==> config.mk <==
export PLATFORM = sky130hd
export DESIGN_NAME = resamp_gain_chain
export DESIGN_NICKNAME = d
export VERILOG_FILES = /design/src/rtl/resamp_gain_chain.sv
export SDC_FILE = /design/constraint.sdc
export NUM_CORES = 1
export LEC_CHECK = 0
export ABC_AREA = 1
export BUFFER_PORTS_ARGS = -buffer_cell sky130_fd_sc_hd__buf_2
export CAP_MARGIN = 20
export CORE_MARGIN = 2
export CORE_UTILIZATION = 35
export CTS_CLUSTER_DIAMETER = 120
export DETAILED_ROUTE_END_ITERATION = 8
export PLACE_DENSITY = 0.61
export SYNTH_ARGS = -nofsm -noshare
export SYNTH_HDL_FRONTEND = slang
export SYNTH_SLANG_ARGS = --single-unit
export TNS_END_PERCENT = 100
==> constraint.sdc <==
create_clock -name clk -period 15.4 [get_ports clk]
set_clock_uncertainty 0.05 [all_clocks]
set_input_delay 2.31 -clock clk [delete_from_list [all_inputs] [get_ports clk]]
set_output_delay 2.31 -clock clk [all_outputs]
set_load 0.02 [all_outputs]
==> src/rtl/resamp_gain_chain.sv <==
// Decimate-by-N, gain with saturation, FWFT sample FIFO and a zero-order-hold /
// linear interpolator that re-expands the stream to the input rate.
`timescale 1ns/1ps
module resamp_gain_chain #(
  parameter int DATA_WIDTH  = 14,
  parameter int DECIM_LOG2  = 2,
  parameter int FIFO_DEPTH  = 16,
  parameter int GAIN_WIDTH  = 8,
  parameter int START_LEVEL = 4
) (
  input  logic                          clk,
  input  logic                          rst_in,
  input  logic                          din_valid,
  input  logic signed [DATA_WIDTH-1:0]  din,
  input  logic [GAIN_WIDTH-1:0]         gain,
  input  logic                          mode,
  input  logic                          run_en,
  input  logic                          clr_flags,
  output logic signed [DATA_WIDTH-1:0]  dout,
  output logic                          dout_valid,
  output logic [$clog2(FIFO_DEPTH):0]   fifo_level,
  output logic                          sat_flag,
  output logic                          ovf_flag,
  output logic                          unf_flag,
  output logic [1:0]                    fsm_state
);

  localparam int AW     = $clog2(FIFO_DEPTH);
  localparam int ACC_W  = DATA_WIDTH + DECIM_LOG2;
  localparam int PROD_W = DATA_WIDTH + GAIN_WIDTH + 1;
  localparam int DIFF_W = DATA_WIDTH + 1;
  localparam int IP_W   = DATA_WIDTH + 1 + DECIM_LOG2;
  localparam int MAX_I  = (1 << (DATA_WIDTH - 1)) - 1;
  localparam int MIN_I  = -(1 << (DATA_WIDTH - 1));

  typedef enum logic [1:0] {IDLE = 2'd0, PRIME = 2'd1, RUN = 2'd2} state_t;

  // Handshake: din_valid qualifies din for one cycle; there is no back-pressure,
  // the FIFO absorbs rate mismatch and flags overflow/underflow instead.

  // ---------------- decimator ----------------
  logic signed [ACC_W-1:0]      acc;
  logic signed [ACC_W-1:0]      din_ext;
  logic [DECIM_LOG2-1:0]        dec_cnt;
  logic                         dec_valid;
  logic signed [DATA_WIDTH-1:0] dec_sample;

  assign din_ext = ACC_W'(din);

  always_ff @(posedge clk or negedge rst_in) begin
    if (!rst_in) begin
      acc        <= '0;
      dec_cnt    <= '0;
      dec_valid  <= 1'b0;
      dec_sample <= '0;
    end else begin
      dec_valid <= 1'b0;
      if (din_valid) begin
        if (&dec_cnt) begin
          dec_sample <= DATA_WIDTH'((acc + din_ext) >>> DECIM_LOG2);
          dec_valid  <= 1'b1;
          acc        <= '0;
          dec_cnt    <= '0;
        end else begin
          acc     <= acc + din_ext;
          dec_cnt <= dec_cnt + DECIM_LOG2'(1);
        end
      end
    end
  end

  // ---------------- gain stage ----------------
  logic signed [PROD_W-1:0]     prod;
  logic signed [PROD_W-1:0]     prod_shift;
  logic                         sat_hi, sat_lo, clip;
  logic signed [DATA_WIDTH-1:0] gain_res;
  logic                         g_valid;
  logic signed [DATA_WIDTH-1:0] g_sample;

  always_comb begin
    prod       = PROD_W'(dec_sample) * PROD_W'($signed({1'b0, gain}));
    prod_shift = prod >>> (GAIN_WIDTH - 1);
    sat_hi     = prod_shift > PROD_W'(MAX_I);
    sat_lo     = prod_shift < PROD_W'(MIN_I);
    gain_res   = sat_hi ? DATA_WIDTH'(MAX_I) :
                 sat_lo ? DATA_WIDTH'(MIN_I) : DATA_WIDTH'(prod_shift);
    clip       = dec_valid & (sat_hi | sat_lo);
  end

  always_ff @(posedge clk or negedge rst_in) begin
    if (!rst_in) begin
      g_valid  <= 1'b0;
      g_sample <= '0;
    end else begin
      g_valid <= dec_valid;
      if (dec_valid) g_sample <= gain_res;
    end
  end

  // ---------------- FWFT FIFO ----------------
  logic signed [DATA_WIDTH-1:0] mem [FIFO_DEPTH];
  logic [AW-1:0]                wr_ptr, rd_ptr;
  logic                         fifo_full, fifo_empty, push_ok, ovf_set, pop;
  logic signed [DATA_WIDTH-1:0] head;

  assign fifo_full  = fifo_level == (AW+1)'(FIFO_DEPTH);
  assign fifo_empty = fifo_level == '0;
  // A pop frees the slot in the same cycle, so a full FIFO still takes the push.
  assign push_ok    = g_valid & (~fifo_full | pop);
  assign ovf_set    = g_valid & fifo_full & ~pop;
  assign head       = mem[rd_ptr];

  always_ff @(posedge clk) begin
    if (push_ok) mem[wr_ptr] <= g_sample;
  end

  always_ff @(posedge clk or negedge rst_in) begin
    if (!rst_in) begin
      wr_ptr     <= '0;
      rd_ptr     <= '0;
      fifo_level <= '0;
    end else begin
      if (push_ok) wr_ptr <= wr_ptr + AW'(1);
      if (pop)     rd_ptr <= rd_ptr + AW'(1);
      case ({push_ok, pop})
        2'b10:   fifo_level <= fifo_level + (AW+1)'(1);
        2'b01:   fifo_level <= fifo_level - (AW+1)'(1);
        default: fifo_level <= fifo_level;
      endcase
    end
  end

  // ---------------- interpolator FSM ----------------
  state_t                       state, state_nxt;
  logic                         prime_second;
  logic [DECIM_LOG2-1:0]        k;
  logic                         mode_q;
  logic signed [DATA_WIDTH-1:0] prev, cur;
  logic                         load_prev, load_cur, shift_pc, out_en, unf_set, latch_mode;

  assign fsm_state = state;

  always_ff @(posedge clk or negedge rst_in) begin
    if (!rst_in) state <= IDLE;
    else         state <= state_nxt;
  end

  always_comb begin
    state_nxt  = state;
    pop        = 1'b0;
    load_prev  = 1'b0;
    load_cur   = 1'b0;
    shift_pc   = 1'b0;
    out_en     = 1'b0;
    unf_set    = 1'b0;
    latch_mode = 1'b0;
    case (state)
      IDLE: begin
        if (run_en && fifo_level >= (AW+1)'(START_LEVEL)) begin
          state_nxt  = PRIME;
          latch_mode = 1'b1;
        end
      end
      PRIME: begin
        if (!fifo_empty) begin
          pop = 1'b1;
          if (!prime_second) begin
            load_prev = 1'b1;
          end else begin
            load_cur  = 1'b1;
            state_nxt = RUN;
          end
        end
      end
      RUN: begin
        out_en = 1'b1;
        if (&k) begin
          if (!run_en) begin
            state_nxt = IDLE;
          end else if (!fifo_empty) begin
            pop      = 1'b1;
            shift_pc = 1'b1;
          end else begin
            unf_set   = 1'b1;
            out_en    = 1'b0;
            state_nxt = IDLE;
          end
        end
      end
      default: state_nxt = IDLE;
    endcase
  end

  // Linear interpolation: the difference is one bit wider than a sample so it never wraps.
  logic signed [DIFF_W-1:0]     diff;
  logic signed [IP_W-1:0]       ip_prod;
  logic signed [DATA_WIDTH-1:0] interp, out_val;

  always_comb begin
    diff    = DIFF_W'(cur) - DIFF_W'(prev);
    ip_prod = IP_W'(diff) * IP_W'($signed({1'b0, k}));
    interp  = prev + DATA_WIDTH'(ip_prod >>> DECIM_LOG2);
    out_val = mode_q ? interp : prev;
  end

  always_ff @(posedge clk or negedge rst_in) begin
    if (!rst_in) begin
      prime_second <= 1'b0;
      k            <= '0;
      mode_q       <= 1'b0;
      prev         <= '0;
      cur          <= '0;
      dout         <= '0;
      dout_valid   <= 1'b0;
    end else begin
      if (load_prev)       prime_second <= 1'b1;
      else if (load_cur)   prime_second <= 1'b0;
      if (state == RUN)    k <= k + DECIM_LOG2'(1);
      else                 k <= '0;
      if (latch_mode)      mode_q <= mode;
      if (load_prev)       prev <= head;
      if (load_cur)        cur  <= head;
      if (shift_pc) begin
        prev <= cur;
        cur  <= head;
      end
      dout_valid <= out_en;
      if (out_en) dout <= out_val;
    end
  end

  // ---------------- sticky flags: a set in the clearing cycle wins ----------------
  always_ff @(posedge clk or negedge rst_in) begin
    if (!rst_in) begin
      sat_flag <= 1'b0;
      ovf_flag <= 1'b0;
      unf_flag <= 1'b0;
    end else begin
      sat_flag <= clip    | (sat_flag & ~clr_flags);
      ovf_flag <= ovf_set | (ovf_flag & ~clr_flags);
      unf_flag <= unf_set | (unf_flag & ~clr_flags);
    end
  end

endmodule
==> flow_summary.ini <==
[route]
wl_met1_um = 21120
met3WireLength_um = 2320
ant_nets = 0
num_vias = 15020
vias_per_cell = 4.985
drc_errors = 0
firstDrtPassIters = 5
avgRoutedWirePerCell_um = 16.18
wl_met2_um = 24010
routed_wl_um = 48730
highest_layer = met4
drt_iter0_drc = 914

[cells_and_area]
design_area_um2 = 22900
nets = 2457
fin_util = 0.3902
syn2layout_area_growth_pct = 10.69
n_antenna_cell = 0
layout-drive-gt1-share = 0.07950
n_fill_cell = 5726

[cts]
clockBufferDepth = 3
cts_tree = done
clkSinkCount = 337
cts_max_level = 2
hold_buffers = 0
post_cts_resized = 0
worstSkewPairLatency_ns = 0.53
cts_buffers = 36
clk_pin_slew_ns = 0.06
cts-root-buf = clkbuf_16
post_cts_buffers = 0

[floorplanning]
ios = 53
fp.dieH_um = 247.1
rows = 89
core_um2 = 58690
die_w_um = 247.1
start_util = 0.3525
fp.dieArea_um2 = 61070

[sta]
tns_ns = 0
setup_viol = 0
fin_crit_ns = 6.814
tightest_slew_ns = 1.062
slew_violations = 0
fmax_ghz = 0.1468
max_slew_margin = 0.2879
fin_crit_sh = 0.4425
finalHoldViolCount = 0
grt_setup_unrepaired = false

[yosys]
ys_warn_count = 0
yosysUniqueCellTypes = 54
synth_mux_area_frac = 0
synth_top_family_by_area = adder cells
synth.net_count = 2429
synthAdderAreaFrac = 0.1660
synth_seq_area_share = 0.4618
syn-cell-area_um2 = 20690
synth-compound-area-share = 0.1256
ys_seq_elements = 337
syn_inst = 2183
synthSimpleGateAreaFrac = 0.1405
avgSynthCellArea_um2 = 9.477
synth_xor_area_frac = 0.02837

[critical_path]
crit_family = adder cells
r2r_end = dout[12]$_DFFE_PN0P_
crit_path_end_kind = register
r2r_slack_ns = 9.96
arrival_ns = 7.14
cp-startpoint = gain[0]
crit_path_top_delay_cell = fa_1
cp_common_cell = inv_1
r2r_cells = 27
required_ns = 15.73
slowest_delay_ns = 0.61
worstSetupPathType = input port to register
critPathBufInv = 7
crit_chain = buf_2 -> nand2_1 -> inv_1 -> fa_1 -> inv_1 -> fa_1 -> inv_1 -> fa_1 -> inv_1 -> fa_1 -> inv_1 -> ha_1 -> nand2_1 -> nor2_1 -> inv_2 -> nor4_4 -> nand3_1 -> nand3_1 -> nand2_1 -> nand2_1 -> nand3_2 -> a21oi_4 -> a21oi_1
crit_path_start_kind = input port
worst_r2r_startpoint = cur[0]$_DFFE_PN0P_
path_max_fanout = 13

[placed_design]
port_buffers = 52
placed_area_um2 = 21740
dp_hpwl_um = 34990
routabilityCongestion = 0.8871

[global_route]
grt_pass1_wl_um = 79890
grt_pass1_vias = 15100
grt_use_total = 0.1628
grt_overflow = 0
antenna_found_initial = 0
grt_max_degree = 79

[worst_hold_path]
worst_hold_path.num_cells = 2
hold_start = dout[8]$_DFFE_PN0P_
hold_end = dout[8]$_DFFE_PN0P_
hold_path.class = register to register

[job]
max_cap_violations = 0

[status]
outcome = finished, final reports clean
## tightest hold or removal path, stage by stage (launching register included)
cell and delay, ns:
dfrtp_1 0.34, nand2_1 0.05, nand2_1 0.06
## worst max-delay path by stage
stage | end | slack (ns) | cells past startpoint
after global routing | g_sample[1]$_DFFE_PN0P_ | 8.22 | 19
after detailed placement | g_sample[1]$_DFFE_PN0P_ | 8.06 | 23
final | g_sample[1]$_DFFE_PN0P_ | 8.59 | 23
after CTS | g_sample[1]$_DFFE_PN0P_ | 8.60 | 23
after global placement | g_sample[0]$_DFFE_PN0P_ | 8.15 | 23
after floorplan | g_sample[10]$_DFFE_PN0P_ | 8.69 | 22
## state kept, by name, summed over array words and instances (netlist names), 2 cells and up
| name | flops |
|---|---|
| dout | 14 |
| dec_sample | 14 |
| prev | 14 |
| wr_ptr | 4 |
| rd_ptr | 4 |
| k | 2 |
| cur | 14 |
| fifo_level | 5 |
| mem | 224 |
| g_sample | 14 |
| acc | 16 |
| fsm_state | 2 |
| dec_cnt | 2 |
## cells in the final DEF, fill, tap and decap left out, types with 7 or more instances in the layout
master	netlist	final
o221ai_1	41	41
a21oi_2	11	11
xnor2_1	27	27
a21o_1	7	7
dfrtp_1	113	112
fa_1	94	94
nor2_1	238	237
clkbuf_16	0	38
edfxtp_1	224	224
o211ai_1	18	18
clkinv_1	1	9
nand3_1	55	55
nor3_1	12	12
inv_2	5	7
a21oi_1	77	77
nand4_1	16	16
inv_1	330	328
o21ai_0	190	190
xor2_1	35	35
buf_2	4	51
o22ai_1	32	32
a31oi_1	24	24
clkbuf_1	76	7
nand2_2	15	15
nand2_1	356	356
ha_1	124	124
o21ai_1	8	8
buf_4	1	23
## through the flow
step / setup slack [ns] / hold slack (ns) / cells
after global routing: 8.221 / 0.4535 / 3012
after floorplan: 8.690 / 0.4005 / 2183
after detailed placement: 8.061 / 0.4133 / 2946
final: 8.586 / 0.4263 / 3012
after global placement: 8.153 / 0.4102 / 2946
after CTS: 8.596 / 0.4313 / 3012
## Yosys cell counts (all sizes together)
cell	instances	area, µm²
nand4	16	100.1
nand2	372	1441
nand3	57	295.3
o22ai	32	200.2
o211ai	18	135.1
xor2	36	334.1
o21ai	199	999.7
a22o	3	26.28
a221oi	1	8.760
xnor2	28	252.8
o21bai	6	48.80
buf	8	62.56
clkbuf	76	285.3
and3	1	6.260
a31o	1	8.760
a211oi	3	22.52
or2	5	31.28
edfxtp	224	6726
clkinv	1	3.750
fa	94	1882
o31ai	2	15.01
nor4	4	40.04
inv	335	1257
a31oi	24	150.1
a21oi	89	498.0
a21o	7	52.55
and2	1	6.260
o221ai	41	359.1
o21a	5	37.54
dfrtp	113	2828
a21boi	2	15.01
nor2	239	899.6
ha	124	1551
a32o	2	20.02
nor3	14	86.34
## per-layer routing
layer | vias up | global-route usage
li1 | 7326 | -
met1 | 7308 | 0.2082
met2 | 300 | 0.2845
met3 | 82 | 0.02388
met4 | 0 | 0.04784
met5 | - | 0
## cells by family after synthesis
group	after synthesis
AO/OA/AOI/OAI	435
XOR/XNOR	64
buffers and inverters	420
AND/OR/NAND/NOR	709
flip-flops	337
adder cells (fa/ha/maj)	218
## final cells by class
class                   instances  area, µm²  area share
clock buffers                  46      991.0     0.04327
clock inverters                20      170.2    0.007431
inverters                     336       1261     0.05508
multi-input cells            1426       9527      0.4160
flip-flops and latches        337       9555      0.4173
well taps                     773      967.2     0.04224
repair buffers                 74      427.9     0.01869
Power is left out: the tool's default activity adds up to more than one toggle a clock period on the data nets, which glitch-free logic cannot reach.
